$ cat src/rtl/add_arbiter.sv
// Round-robin sequencer sharing one external 8-bit adder between two requesters.
// 16-bit adds run as two byte passes, low byte first, with the carry held in a register.
module add_arbiter #(
  parameter logic RR_INIT = 1'b0
) (
  input  logic        clk,
  input  logic        rst_n,
  input  logic        req0_valid,
  output logic        req0_ready,
  input  logic [15:0] req0_a,
  input  logic [15:0] req0_b,
  input  logic        req0_cin,
  input  logic        req0_wide,
  input  logic        req1_valid,
  output logic        req1_ready,
  input  logic [15:0] req1_a,
  input  logic [15:0] req1_b,
  input  logic        req1_cin,
  input  logic        req1_wide,
  output logic [7:0]  add_a,
  output logic [7:0]  add_b,
  output logic        add_cin,
  input  logic [7:0]  add_sum,
  input  logic        add_cout,
  output logic        rsp_valid,
  input  logic        rsp_ready,
  output logic        rsp_id,
  output logic [15:0] rsp_sum,
  output logic        rsp_cout,
  output logic        rsp_ovf
);

  localparam logic [1:0] IDLE = 2'd0;
  localparam logic [1:0] LO   = 2'd1;
  localparam logic [1:0] HI   = 2'd2;
  localparam logic [1:0] RSP  = 2'd3;

  logic [1:0]  state;
  logic        prio;
  logic [15:0] op_a;
  logic [15:0] op_b;
  logic        op_cin;
  logic        op_wide;
  logic        op_id;
  logic        carry;
  logic        grant0;
  logic        grant1;
  logic        ovf_lo;
  logic        ovf_hi;

  // A lone requester wins outright; the priority bit only breaks ties.
  always_comb begin
    grant0 = req0_valid && (!req1_valid || (prio == 1'b0));
    grant1 = req1_valid && (!req0_valid || (prio == 1'b1));
  end

  assign req0_ready = (state == IDLE) && grant0;
  assign req1_ready = (state == IDLE) && grant1;
  assign rsp_valid  = (state == RSP);
  assign rsp_id     = op_id;

  always_comb begin
    add_a   = 8'h00;
    add_b   = 8'h00;
    add_cin = 1'b0;
    case (state)
      LO: begin
        add_a   = op_a[7:0];
        add_b   = op_b[7:0];
        add_cin = op_cin;
      end
      HI: begin
        add_a   = op_a[15:8];
        add_b   = op_b[15:8];
        add_cin = carry;
      end
      default: ;
    endcase
  end

  // Signed overflow: operands agree in sign but the result sign differs.
  assign ovf_lo = (op_a[7] == op_b[7]) && (add_sum[7] != op_a[7]);
  assign ovf_hi = (op_a[15] == op_b[15]) && (add_sum[7] != op_a[15]);

  always_ff @(posedge clk or negedge rst_n) begin
    if (!rst_n) begin
      state    <= IDLE;
      prio     <= RR_INIT;
      op_a     <= 16'h0000;
      op_b     <= 16'h0000;
      op_cin   <= 1'b0;
      op_wide  <= 1'b0;
      op_id    <= 1'b0;
      carry    <= 1'b0;
      rsp_sum  <= 16'h0000;
      rsp_cout <= 1'b0;
      rsp_ovf  <= 1'b0;
    end else begin
      case (state)
        IDLE: begin
          if (grant0 || grant1) begin
            op_a    <= grant1 ? req1_a : req0_a;
            op_b    <= grant1 ? req1_b : req0_b;
            op_cin  <= grant1 ? req1_cin : req0_cin;
            op_wide <= grant1 ? req1_wide : req0_wide;
            op_id   <= grant1;
            state   <= LO;
          end
        end
        LO: begin
          rsp_sum[7:0] <= add_sum;
          carry        <= add_cout;
          if (op_wide) begin
            state <= HI;
          end else begin
            rsp_sum[15:8] <= 8'h00;
            rsp_cout      <= add_cout;
            rsp_ovf       <= ovf_lo;
            state         <= RSP;
          end
        end
        HI: begin
          rsp_sum[15:8] <= add_sum;
          rsp_cout      <= add_cout;
          rsp_ovf       <= ovf_hi;
          state         <= RSP;
        end
        default: begin
          if (rsp_ready) begin
            prio  <= ~op_id;
            state <= IDLE;
          end
        end
      endcase
    end
  end

endmodule

$ cat config.mk
export PLATFORM = sky130hd
export DESIGN_NAME = add_arbiter
export DESIGN_NICKNAME = d
export VERILOG_FILES = /design/src/rtl/add_arbiter.sv
export SDC_FILE = /design/constraint.sdc
export NUM_CORES = 1
export LEC_CHECK = 0
export CORE_AREA = 2 2 70 123
export DETAILED_ROUTE_END_ITERATION = 10
export DIE_AREA = 0 0 72 125
export GPL_ROUTABILITY_DRIVEN = 0
export HOLD_SLACK_MARGIN = 0.12
export PLACE_DENSITY = 0.84
export SYNTH_ARGS = -nofsm -noshare
export SYNTH_HDL_FRONTEND = slang
export SYNTH_SLANG_ARGS = --single-unit
$ cat constraint.sdc
create_clock -name clk -period 1.9 [get_ports clk]
set_input_delay 0.38 -clock clk [delete_from_list [all_inputs] [get_ports clk]]
set_output_delay 0.38 -clock clk [all_outputs]
set_load 0.05 [all_outputs]
==> metrics.md, run 1 <==
| Metric | Value |
|---|---|
| Result of the run | `finished with violations` |
| Violations in the final reports | `negative setup slack` |
| Xor/xnor cell area share of the yosys netlist | `0` |
| I/O pin count | `121` |
| Cell-by-cell trace of the critical path | `inv_4 -> ha_4 -> buf_12 -> nor2b_4 -> buf_12` |
| Buffers from clock root to sink, at most | `2` |
| Worst Setup Slack post-DPL | `-0.03358 ns` |
| Type of destination of the critical path | `output port` |
| Worst clock skew | `0.005360 ns` |
| WHS | `0.4976 ns` |
| Number of routed nets with antenna violations | `0` |
| Max frequency | `495.3 MHz` |
| Core ar. | `0.008093 mm2` |
| Most frequent cells in the layout | `clkdlybuf4s50_1, dfrtp_1, nor2_1` |
| Area fraction in and, or, nand and nor cells after synthesis | `0.1857` |
| Most common cell after layout, fill and taps aside | `clkdlybuf4s50_1` |
| Overall routed net length | `10300 um` |
| Root buffer cell | `clkbuf_16` |
| Wire length per cell after detailed routing | `18.56 um` |
| Relative area change from synthesis to final layout | `68.36%` |
| Adder-cell area share of the yosys netlist | `0.02279` |
| Fraction of the cycle the final worst path needs | `1.063` |
| Critical-path top delay cell | `dfrtp_2` |
| Post-route cell area | `0.005547 mm2` |
| Antenna violations before repair | `0` |
| Largest net degree at the start of global routing | `69` |
| Cell type group with the largest total delay on the critical path | `flip-flops` |
| Die area | `0.009000 mm2` |
| Slew Limit Fails | `0` |
| Initial Utilization | `0.4071` |
| CTS tree | `built` |
| Final nets | `546` |
| Launching element type of the critical path | `register` |
| Chip width | `72 um` |
| Number of clock buffers inserted by TritonCTS | `9` |
| Area fraction in compound gates after synthesis | `0.2210` |
| Total Routing Usage GR | `0.2425` |
| Vias in the first global route | `3321` |
| Max cap viols | `0` |
| Unique cell type count in the Yosys netlist | `34` |
| Number of inserted diodes | `0` |
| Warnings from Yosys | `0` |
| Power density over cell area | `2043 mW/mm2` |
| Sequential share of the synthesized area | `0.4330` |
| Data required time at the worst endpoint | `1.52 ns` |
| Latest clock arrival within the worst-skew pair | `0.33 ns` |
| Synthesized netlist net count | `418` |
| Iteration count of the initial detailed-routing pass | `4` |
| Mean number of vias per cell | `5.578` |
| Fill count | `587` |
| Port buffer count | `120` |
| Final hold violation count | `0` |
| Arrival time of data at the critical path endpoint | `1.64 ns` |
| Total power draw | `11.33 mW` |
| Max rail drop VDD | `848.0 uV` |
| Setup slack of the worst register-to-register path | `0.04 ns` |
| Total number of vias | `3096` |
| Largest family of logic cells by synthesized area | `compound AO/OA/AOI/OAI gates` |
| DPL Wire Length | `6859 um` |
| Post-Route Setup TNS | `-1.655 ns` |
| FF+latch count, synth | `57` |
| Final setup fails | `17` |
| Average cell area after synthesis | `9.983 um2` |
| Number of rows created at floorplan | `44` |
| Most common cell type on the critical path | `buf_12` |
| Final worst path period need | `2.019 ns` |
| Unrepaired setup endpoints after global routing | `true` |
| Total global routing overflow | `0` |
| Delay of the slowest critical-path stage | `0.44 ns` |
| Chip height | `125 um` |
| Min setup slack post-route | `-0.1190 ns` |
| Crit-path max FO | `10` |
| Worst Setup Path Type | `register to output port` |
| Leakage | `2.240 nW` |
| Fraction of layout instances using a drive strength above 1 | `0.3045` |
| Worst hold path class | `input pin to register` |
| Clk sinks | `57` |
| Slew at the pin with the worst max-slew slack | `0.5092 ns` |
| Global-route wire length before repair | `16550 um` |
| Netlist Area Pre-Place | `0.003294 mm2` |
| Placed Area | `0.004868 mm2` |
| Clock slew at the register clock pins of the worst setup and hold paths | `0.05 ns` |
| Rel. slew slack | `0.6600` |
| DR iter-0 viols | `145` |
| Multiplexer area fraction after synthesis | `0.06305` |
| H-tree level count | `3` |
| Remaining design rule violation count | `0` |
| CP bufs+invs | `3` |
| Synthesized instance count | `330` |
-- cells in the mapped netlist --
library cell  instances  area, um2
mux2_2                9      101.4
o21bai_1              1      7.510
mux2i_1               8      80.08
ha_1                  6      75.07
buf_2                13      65.06
nand3b_1             34      255.2
o21a_1                1      7.510
nor2b_1              17      106.4
buf_1                 2      7.510
a22oi_1              17      127.6
buf_4                 2      15.01
or2_2                 1      6.260
nor3b_2               1      12.51
nor2b_4               1      13.76
mux2_1                1      11.26
a21oi_1               4      20.02
nand2b_1              2      12.51
a32o_1                1      10.01
nand2_1              11      41.29
o21a_4                1      15.01
o221ai_1              1      8.760
and3b_1               2      17.52
inv_1                13      48.80
o21ai_0              34      170.2
nor2_1               37      138.9
o211ai_1              1      7.510
a31oi_1              15      93.84
clkbuf_1              5      18.77
buf_6                 8      90.09
mux2_4                1      15.01
nor3b_1               1      7.510
o21ai_1               2      10.01
a31oi_2              20      250.2
dfrtp_1              57       1426
-- metrics by stage --
step | cells | utilization
3_3_place_gp | 527 | 0.6016
3_5_place_dp | 527 | 0.6016
4_1_cts | 553 | 0.6807
5_1_grt | 555 | 0.6854
6_report | 555 | 0.6854
2_1_floorplan | 330 | -
-- routing by layer --
| layer | GRT usage | up-vias | wire length, um |
|---|---|---|---|
| met3 | 0.03787 | 48 | 390 |
| met2 | 0.4199 | 125 | 5569 |
| met4 | 0.1998 | 0 | 745 |
| li1 | - | 1433 | - |
| met1 | 0.2467 | 1490 | 3593 |
| met5 | 0 | - | 0 |
-- power breakdown --
group / internal (mW) / switching, mW / total (mW)
Clock: 1.04 / 0.546 / 1.58
Combinational: 3.63 / 3.83 / 7.46
Sequential: 1.81 / 0.475 / 2.29
Total: 6.48 / 4.85 / 11.3
-- state kept, by name, indices dropped and copies added (netlist names) --
signal / count
rsp_cout: 1
op_wide: 1
rsp_sum: 16
op_cin: 1
op_b: 16
op_a: 16
carry: 1
rsp_id: 1
state: 2
prio: 1
rsp_ovf: 1
-- area by class of cell --
class                           count  area [um2]  area share
Clock inverter                      6       57.56     0.01038
Timing Repair Buffer              147        1773      0.3196
Sequential cell                    57        1429      0.2576
Inverter                           13       53.80    0.009700
Multi-Input combinational cell    230        1879      0.3388
Clock buffer                       10       239.0     0.04309
Tap cell                           92       115.1     0.02075
-- worst register-to-register path: stages (launching register included) --
cell and delay (ns):
dfrtp_2 0.43, buf_6 0.13, ha_4 0.17, buf_4 0.14
bufbuf_16 0.27, o21a_1 0.20, buf_4 0.20, o221ai_1 0.22
-- kinds of logic after synthesis --
kind of cell    Yosys count
compound gates           98
fa+ha+maj                 6
buf+inv                  43
flops                    57
mux                      19
simple gates            107
-- repair_timing --
| item | CTS | global route |
|---|---|---|
| gates resized for setup | 47 | 8 |
| buffers inserted | 6 | 2 |
| pin swaps | 14 | 7 |
| endpoints found under the hold margin | 57 | 0 |
| hold buffers | 1 | 0 |
| gates cloned | 3 | 0 |
| endpoints found under the setup margin | 19 | 24 |
-- path summary, 6_finish.rpt --
check | to | from | depth (start not counted)
min in group asynchronous | rsp_sum[12]$_DFFE_PN0P_ | rst_n | 3
min reg2reg | rsp_sum[3]$_DFFE_PN0N_ | rsp_sum[3]$_DFFE_PN0N_ | 1
max reg2reg | rsp_ovf$_DFFE_PN0P_ | state[0]$_DFFE_PN0P_ | 7
max | add_a[4] | state[1]$_DFFE_PN0P_ | 5
min | rsp_id$_DFFE_PN0P_ | req0_valid | 4
max in group asynchronous | state[1]$_DFFE_PN0P_ | rst_n | 3
Note: power is estimated with default switching activity, not from simulation.
==> inputs of run 2 (changes only) <==
- CORE_AREA: 2 2 70 123 -> 2 2 71 124
- DIE_AREA: 0 0 72 125 -> 0 0 73 126
- PLACE_DENSITY: 0.84 -> 0.85
- clock period: 1.9 -> 1.7 ns (I/O delays scaled with it)
==> run 2 against run 1 <==
  * The flow still finishes with violations (negative setup slack)
  * Die area up 2.2%
  * First-iteration DRC count up 0.69%
  * Via count up 1.6%
  * Clock-buffer cell count unchanged
  * Worst hold slack better by 0.0091 ns
  * Final cell count up 2.0%
  * Utilization up 0.056 points
  * Largest cell class unchanged
  * Largest power group unchanged
==> metrics.md, run 2 (same netlist as run 1, synthesis figures left out) <==
| Metric | Value |
|---|---|
| Result of the run | `finished with violations` |
| Violations in the final reports | `negative setup slack` |
| Worst hold path class | `register to register` |
| Crit-path max FO | `10` |
| Vias in the first global route | `3272` |
| Wire length per cell after detailed routing | `18.87 um` |
| Most common cell type on the critical path | `buf_12` |
| DPL Wire Length | `7330 um` |
| Number of rows created at floorplan | `44` |
| Core ar. | `0.008203 mm2` |
| Launching element type of the critical path | `register` |
| Chip width | `73 um` |
| Clk sinks | `57` |
| Port buffer count | `120` |
| Chip height | `126 um` |
| Total global routing overflow | `0` |
| Number of routed nets with antenna violations | `0` |
| Critical-path top delay cell | `dfrtp_1` |
| Max frequency | `501.7 MHz` |
| Clock slew at the register clock pins of the worst setup and hold paths | `0.05 ns` |
| Rel. slew slack | `0.7438` |
| Min-Delay Endpoint | `rsp_sum[5]$_DFFE_PN0N_` |
| Worst clock skew | `0.005105 ns` |
| Worst Setup Path Type | `register to output port` |
| Leakage | `2.257 nW` |
| Placed Area | `0.004930 mm2` |
| Endpoint of the worst-slack reg-to-reg timing path | `rsp_ovf$_DFFE_PN0P_` |
| Final worst path period need | `1.993 ns` |
| Fraction of layout instances using a drive strength above 1 | `0.3679` |
| Max rail drop VDD | `952.8 uV` |
| Data required time at the worst endpoint | `1.36 ns` |
| Launching point of the worst reg2reg path | `state[1]$_DFFE_PN0P_` |
| Hold depth | `1` |
| Global-route wire length before repair | `16240 um` |
| Die area | `0.009198 mm2` |
| Count of placed standard cells in the final layout, fillers left out | `566` |
| Delay of the slowest critical-path stage | `0.41 ns` |
| Relative area change from synthesis to final layout | `70.79%` |
| DR iter-0 viols | `146` |
| Max cap viols | `0` |
| Overall routed net length | `10680 um` |
| CTS tree | `built` |
| Final nets | `556` |
| Arrival time of data at the critical path endpoint | `1.65 ns` |
| Buffers from clock root to sink, at most | `2` |
| Top Registers | `op_a (16), op_b (16), rsp_sum (16)` |
| Remaining design rule violation count | `0` |
| Fraction of the cycle the final worst path needs | `1.172` |
| Cell-by-cell trace of the critical path | `inv_2 -> ha_4 -> buf_12 -> a22oi_2 -> nor2b_4 -> buf_12` |
| Post-route cell area | `0.005627 mm2` |
| Final setup fails | `19` |
| Initial Utilization | `0.4016` |
| Mean number of vias per cell | `5.560` |
| Unrepaired setup endpoints after global routing | `true` |
| Power density over cell area | `2294 mW/mm2` |
| Worst Setup Slack post-DPL | `-0.02401 ns` |
| Latest clock arrival within the worst-skew pair | `0.33 ns` |
| Final hold violation count | `0` |
| I/O pin count | `121` |
| Total area of multi-input combinational cells | `0.001947 mm2` |
| H-tree level count | `3` |
| Setup slack of the worst register-to-register path | `0.02 ns` |
| Reg area | `0.001428 mm2` |
| Slew Limit Fails | `0` |
| Root buffer cell | `clkbuf_16` |
| Iteration count of the initial detailed-routing pass | `4` |
| Total number of vias | `3147` |
| Worst Hold Launch | `rsp_sum[5]$_DFFE_PN0N_` |
| Min setup slack post-route | `-0.2931 ns` |
| Total power draw | `12.91 mW` |
| Slew at the pin with the worst max-slew slack | `0.3844 ns` |
| Most common cell after layout, fill and taps aside | `clkdlybuf4s50_1` |
| Dpl cells | `536` |
| Type of destination of the critical path | `output port` |
| Number of clock buffers inserted by TritonCTS | `9` |
| Total Routing Usage GR | `0.2338` |
| Fill count | `557` |
| Largest net degree at the start of global routing | `35` |
| Most frequent cells in the layout | `clkdlybuf4s50_1, dfrtp_1, buf_4` |
| Antenna violations before repair | `1` |
| Worst reg-to-reg path cell count | `6` |
-- run 2: layout make-up --
cell class                      count  share of cell area
Antenna cell                        1           0.0004447
Clock buffer                       10             0.04069
Clock inverter                      6             0.01468
Inverter                           13            0.008672
Multi-Input combinational cell    230              0.3460
Sequential cell                    57              0.2537
Tap cell                           92             0.02046
Timing Repair Buffer              157              0.3153
-- run 2: what timing repair did --
item / in CTS / in global routing
cloned: 2 / 1
hold buffers: 1 / 0
hold endpoints to repair: 57 / 0
pin swaps: 14 / 4
setup endpoints to repair: 19 / 38
gates resized for setup: 38 / 6
buffers inserted: 8 / 1
-- run 2: worst max-delay path by stage --
| stage | startpoint | slack, ns | depth (start not counted) | to |
|---|---|---|---|---|
| final | state[0]$_DFFE_PN0P_ | -0.29 | 6 | add_b[4] |
| after global routing | state[0]$_DFFE_PN0P_ | -0.33 | 6 | add_b[4] |
| after CTS | state[1]$_DFFE_PN0P_ | -0.27 | 5 | add_b[4] |
| after detailed placement | req0_valid | -0.02 | 4 | req1_ready |
| after global placement | req0_valid | -0.02 | 4 | req1_ready |
| after floorplan | state[1]$_DFFE_PN0P_ | -0.006 | 6 | add_b[6] |
-- run 2: stage by stage --
stage	util	setup TNS, ns	hold WS [ns]
after floorplan	-	-0.006076	0.04441
after global placement	0.6010	-0.02475	0.3744
after detailed placement	0.6010	-0.06403	0.3866
after CTS	0.6783	-4.549	0.5091
after global routing	0.6859	-5.569	0.5172
final	0.6859	-4.636	0.5067
-- run 2: critical path, delay by kind of cell (launching register included) --
kind / cells / cell delay (ns)
and+or+nand+nor: 1 / 0.16
adders and majority gates: 1 / 0.21
DFF: 1 / 0.41
buffers and inverters: 3 / 0.44
AOI/OAI and AO/OA: 1 / 0.10
-- run 2: power breakdown --
| part | internal [mW] | switching (mW) | total [mW] |
|---|---|---|---|
| registers | 2.03 | 0.586 | 2.61 |
| clock network | 1.27 | 0.609 | 1.88 |
| logic | 4.12 | 4.29 | 8.41 |
-- run 2: per-layer routing --
metal,global-route usage,wire length (um),share of wire
met2,0.4240,5959,0.56
met4,0.1623,673,0.063
met5,0,0,0
met1,0.2297,3610,0.34
met3,0.03760,437,0.041
==> inputs of run 3 (changes only) <==
- CORE_AREA: 2 2 71 124 -> 5 5 74 127
- DIE_AREA: 0 0 73 126 -> 0 0 79 132
==> run 3 against run 2 <==
  * The flow still finishes with violations (negative setup slack)
  * Wire length is 0.46% higher
  * Final cell count is 0.35% lower
  * Clock power is 3% higher
  * Total power is 0.82% lower
  * Combinational power is 2% lower
  * Flip-flop and latch count stayed put
  * Global-route usage is 2.6 points lower
  * Maximum frequency is 2.5% higher
  * Sequential share of layout area is 0.091 points higher
  * Die area is 13% higher
==> metrics.md, run 3 (same netlist as run 1, synthesis figures left out) <==
| Metric | Value |
|---|---|
| Worst hold path class | `input pin to asynchronous set/reset pin` |
| Die area | `0.01043 mm2` |
| Final setup fails | `19` |
| Port buffer count | `120` |
| Power density over cell area | `2283 mW/mm2` |
| Data required time at the worst endpoint | `1.36 ns` |
| Antenna violations before repair | `1` |
| Wire length per cell after detailed routing | `19.02 um` |
| Launching point of the worst reg2reg path | `state[1]$_DFFE_PN0P_` |
| Initial Utilization | `0.4016` |
| Total number of vias | `3125` |
| Chip width | `79 um` |
| Crit-path max FO | `15` |
| Worst reg-to-reg path cell count | `7` |
| Clk sinks | `57` |
| Met1 routing resource usage after global routing | `0.2105` |
| Overall routed net length | `10730 um` |
| Endpoint of the worst-slack reg-to-reg timing path | `state[0]$_DFFE_PN0P_` |
| Clock slew at the register clock pins of the worst setup and hold paths | `0.05 ns` |
| Chip height | `132 um` |
| Result of the run | `finished with violations` |
| Arrival time of data at the critical path endpoint | `1.61 ns` |
| I/O pin count | `121` |
| Relative area change from synthesis to final layout | `70.19%` |
| Iteration count of the initial detailed-routing pass | `4` |
| Final hold violation count | `0` |
| Number of routed nets with antenna violations | `0` |
| Unrepaired setup endpoints after global routing | `true` |
| Min setup slack post-route | `-0.2454 ns` |
| Root buffer cell | `clkbuf_16` |
| Fraction of the cycle the final worst path needs | `1.144` |
| Leakage | `2.240 nW` |
| Worst clock skew | `0.005091 ns` |
| Buffers from clock root to sink, at most | `2` |
| Met2 capacity usage during global routing | `0.3795` |
| Number of rows created at floorplan | `44` |
| Final standard cell utilization of the core | `0.6835` |
| Mean number of vias per cell | `5.541` |
| Post-Route Setup TNS | `-4.128 ns` |
| Layer with the highest usage after global routing | `met2` |
| DPL Wire Length | `7691 um` |
| Core ar. | `0.008203 mm2` |
| DR iter-0 viols | `120` |
| Top Registers | `op_a (16), op_b (16), rsp_sum (16)` |
| Global-route wire length before repair | `16690 um` |
| Total area of multi-input combinational cells | `0.001919 mm2` |
| Remaining design rule violation count | `0` |
| CTS tree | `built` |
| Final nets | `554` |
| Total Routing Usage GR | `0.2075` |
| Number of clock buffers inserted by TritonCTS | `9` |
| H-tree level count | `3` |
| Vias in the first global route | `3313` |
| Type of destination of the critical path | `output port` |
| Launching element type of the critical path | `register` |
| Most common cell after layout, fill and taps aside | `clkdlybuf4s50_1` |
| Fraction of layout instances using a drive strength above 1 | `0.3631` |
| Rel. slew slack | `0.7088` |
| Worst Setup Path Type | `register to output port` |
| Reg area | `0.001428 mm2` |
| Slew Limit Fails | `0` |
| Met3 track utilization from global routing | `0.03694` |
| Setup slack of the worst register-to-register path | `0.03 ns` |
| Final worst path period need | `1.945 ns` |
| Max frequency | `514.0 MHz` |
| Fill count | `566` |
| Total global routing overflow | `0` |
| Largest net degree at the start of global routing | `69` |
| Max cap viols | `0` |
| Slew at the pin with the worst max-slew slack | `0.4368 ns` |
| Latest clock arrival within the worst-skew pair | `0.33 ns` |
| Max rail drop VDD | `1026 uV` |
| Violations in the final reports | `negative setup slack` |
| Most frequent cells in the layout | `clkdlybuf4s50_1, dfrtp_1, nor2_1, buf_4` |
-- run 3: power breakdown --
group          internal, mW  switching [mW]  total (mW)  leakage (nW)
sequential             2.03           0.579        2.60         0.660
combinational          4.03            4.24        8.27          1.42
clock                  1.32           0.612        1.93         0.159
-- run 3: area by class of cell --
type	instances	share of cell area
Clock inverter	5	0.01406
Clock buffer	11	0.04329
Sequential cell	57	0.2546
Inverter	13	0.009150
Tap cell	92	0.02053
Antenna cell	1	0.0004463
Multi-Input combinational cell	230	0.3423
Timing Repair Buffer	155	0.3156
-- run 3: how the worst max path moves through the flow --
stage / start / to / slack [ns] / cells past startpoint
after CTS: state[0]$_DFFE_PN0P_ / add_cin / -0.23 / 6
after floorplan: state[1]$_DFFE_PN0P_ / add_b[6] / -0.006 / 6
after detailed placement: req1_valid / state[0]$_DFFE_PN0P_ / -0.08 / 5
after global routing: state[0]$_DFFE_PN0P_ / add_b[6] / -0.28 / 6
after global placement: req1_valid / req1_ready / -0.06 / 4
final: state[1]$_DFFE_PN0P_ / add_a[6] / -0.25 / 5
-- run 3: critical path, stage by stage, from the launching register on --
cell and delay, ns:
dfrtp_2 0.45, inv_4 0.07, ha_4 0.29, buf_12 0.14
nor2b_4 0.18, buf_12 0.15
-- run 3: stage by stage --
stage	area, um2	cells	worst slack [ns]	hold WS [ns]	power [mW]
after floorplan	3437	330	-0.006076	0.04441	7.170
after global placement	4955	536	-0.05691	0.2851	9.689
after detailed placement	4955	536	-0.07783	0.2849	9.903
after CTS	5559	562	-0.2314	0.4865	12.58
after global routing	5607	564	-0.2802	0.5201	13.33
final	5607	564	-0.2454	0.4883	12.80
-- run 3: timing repair --
item | CTS | global route
gates cloned | 2 | 1
pin swaps | 18 | 5
hold endpoints to repair | 11 | 0
hold buffers | 1 | 0
gates resized for setup | 38 | 12
setup endpoints to repair | 19 | 31
setup buffers | 7 | 3
-- run 3: metal layers --
layer | wire [um] | vias up
met2 | 5971 | 134
met4 | 539 | 0
li1 | - | 1450
met5 | 0 | -
met1 | 3683 | 1504
met3 | 534 | 37
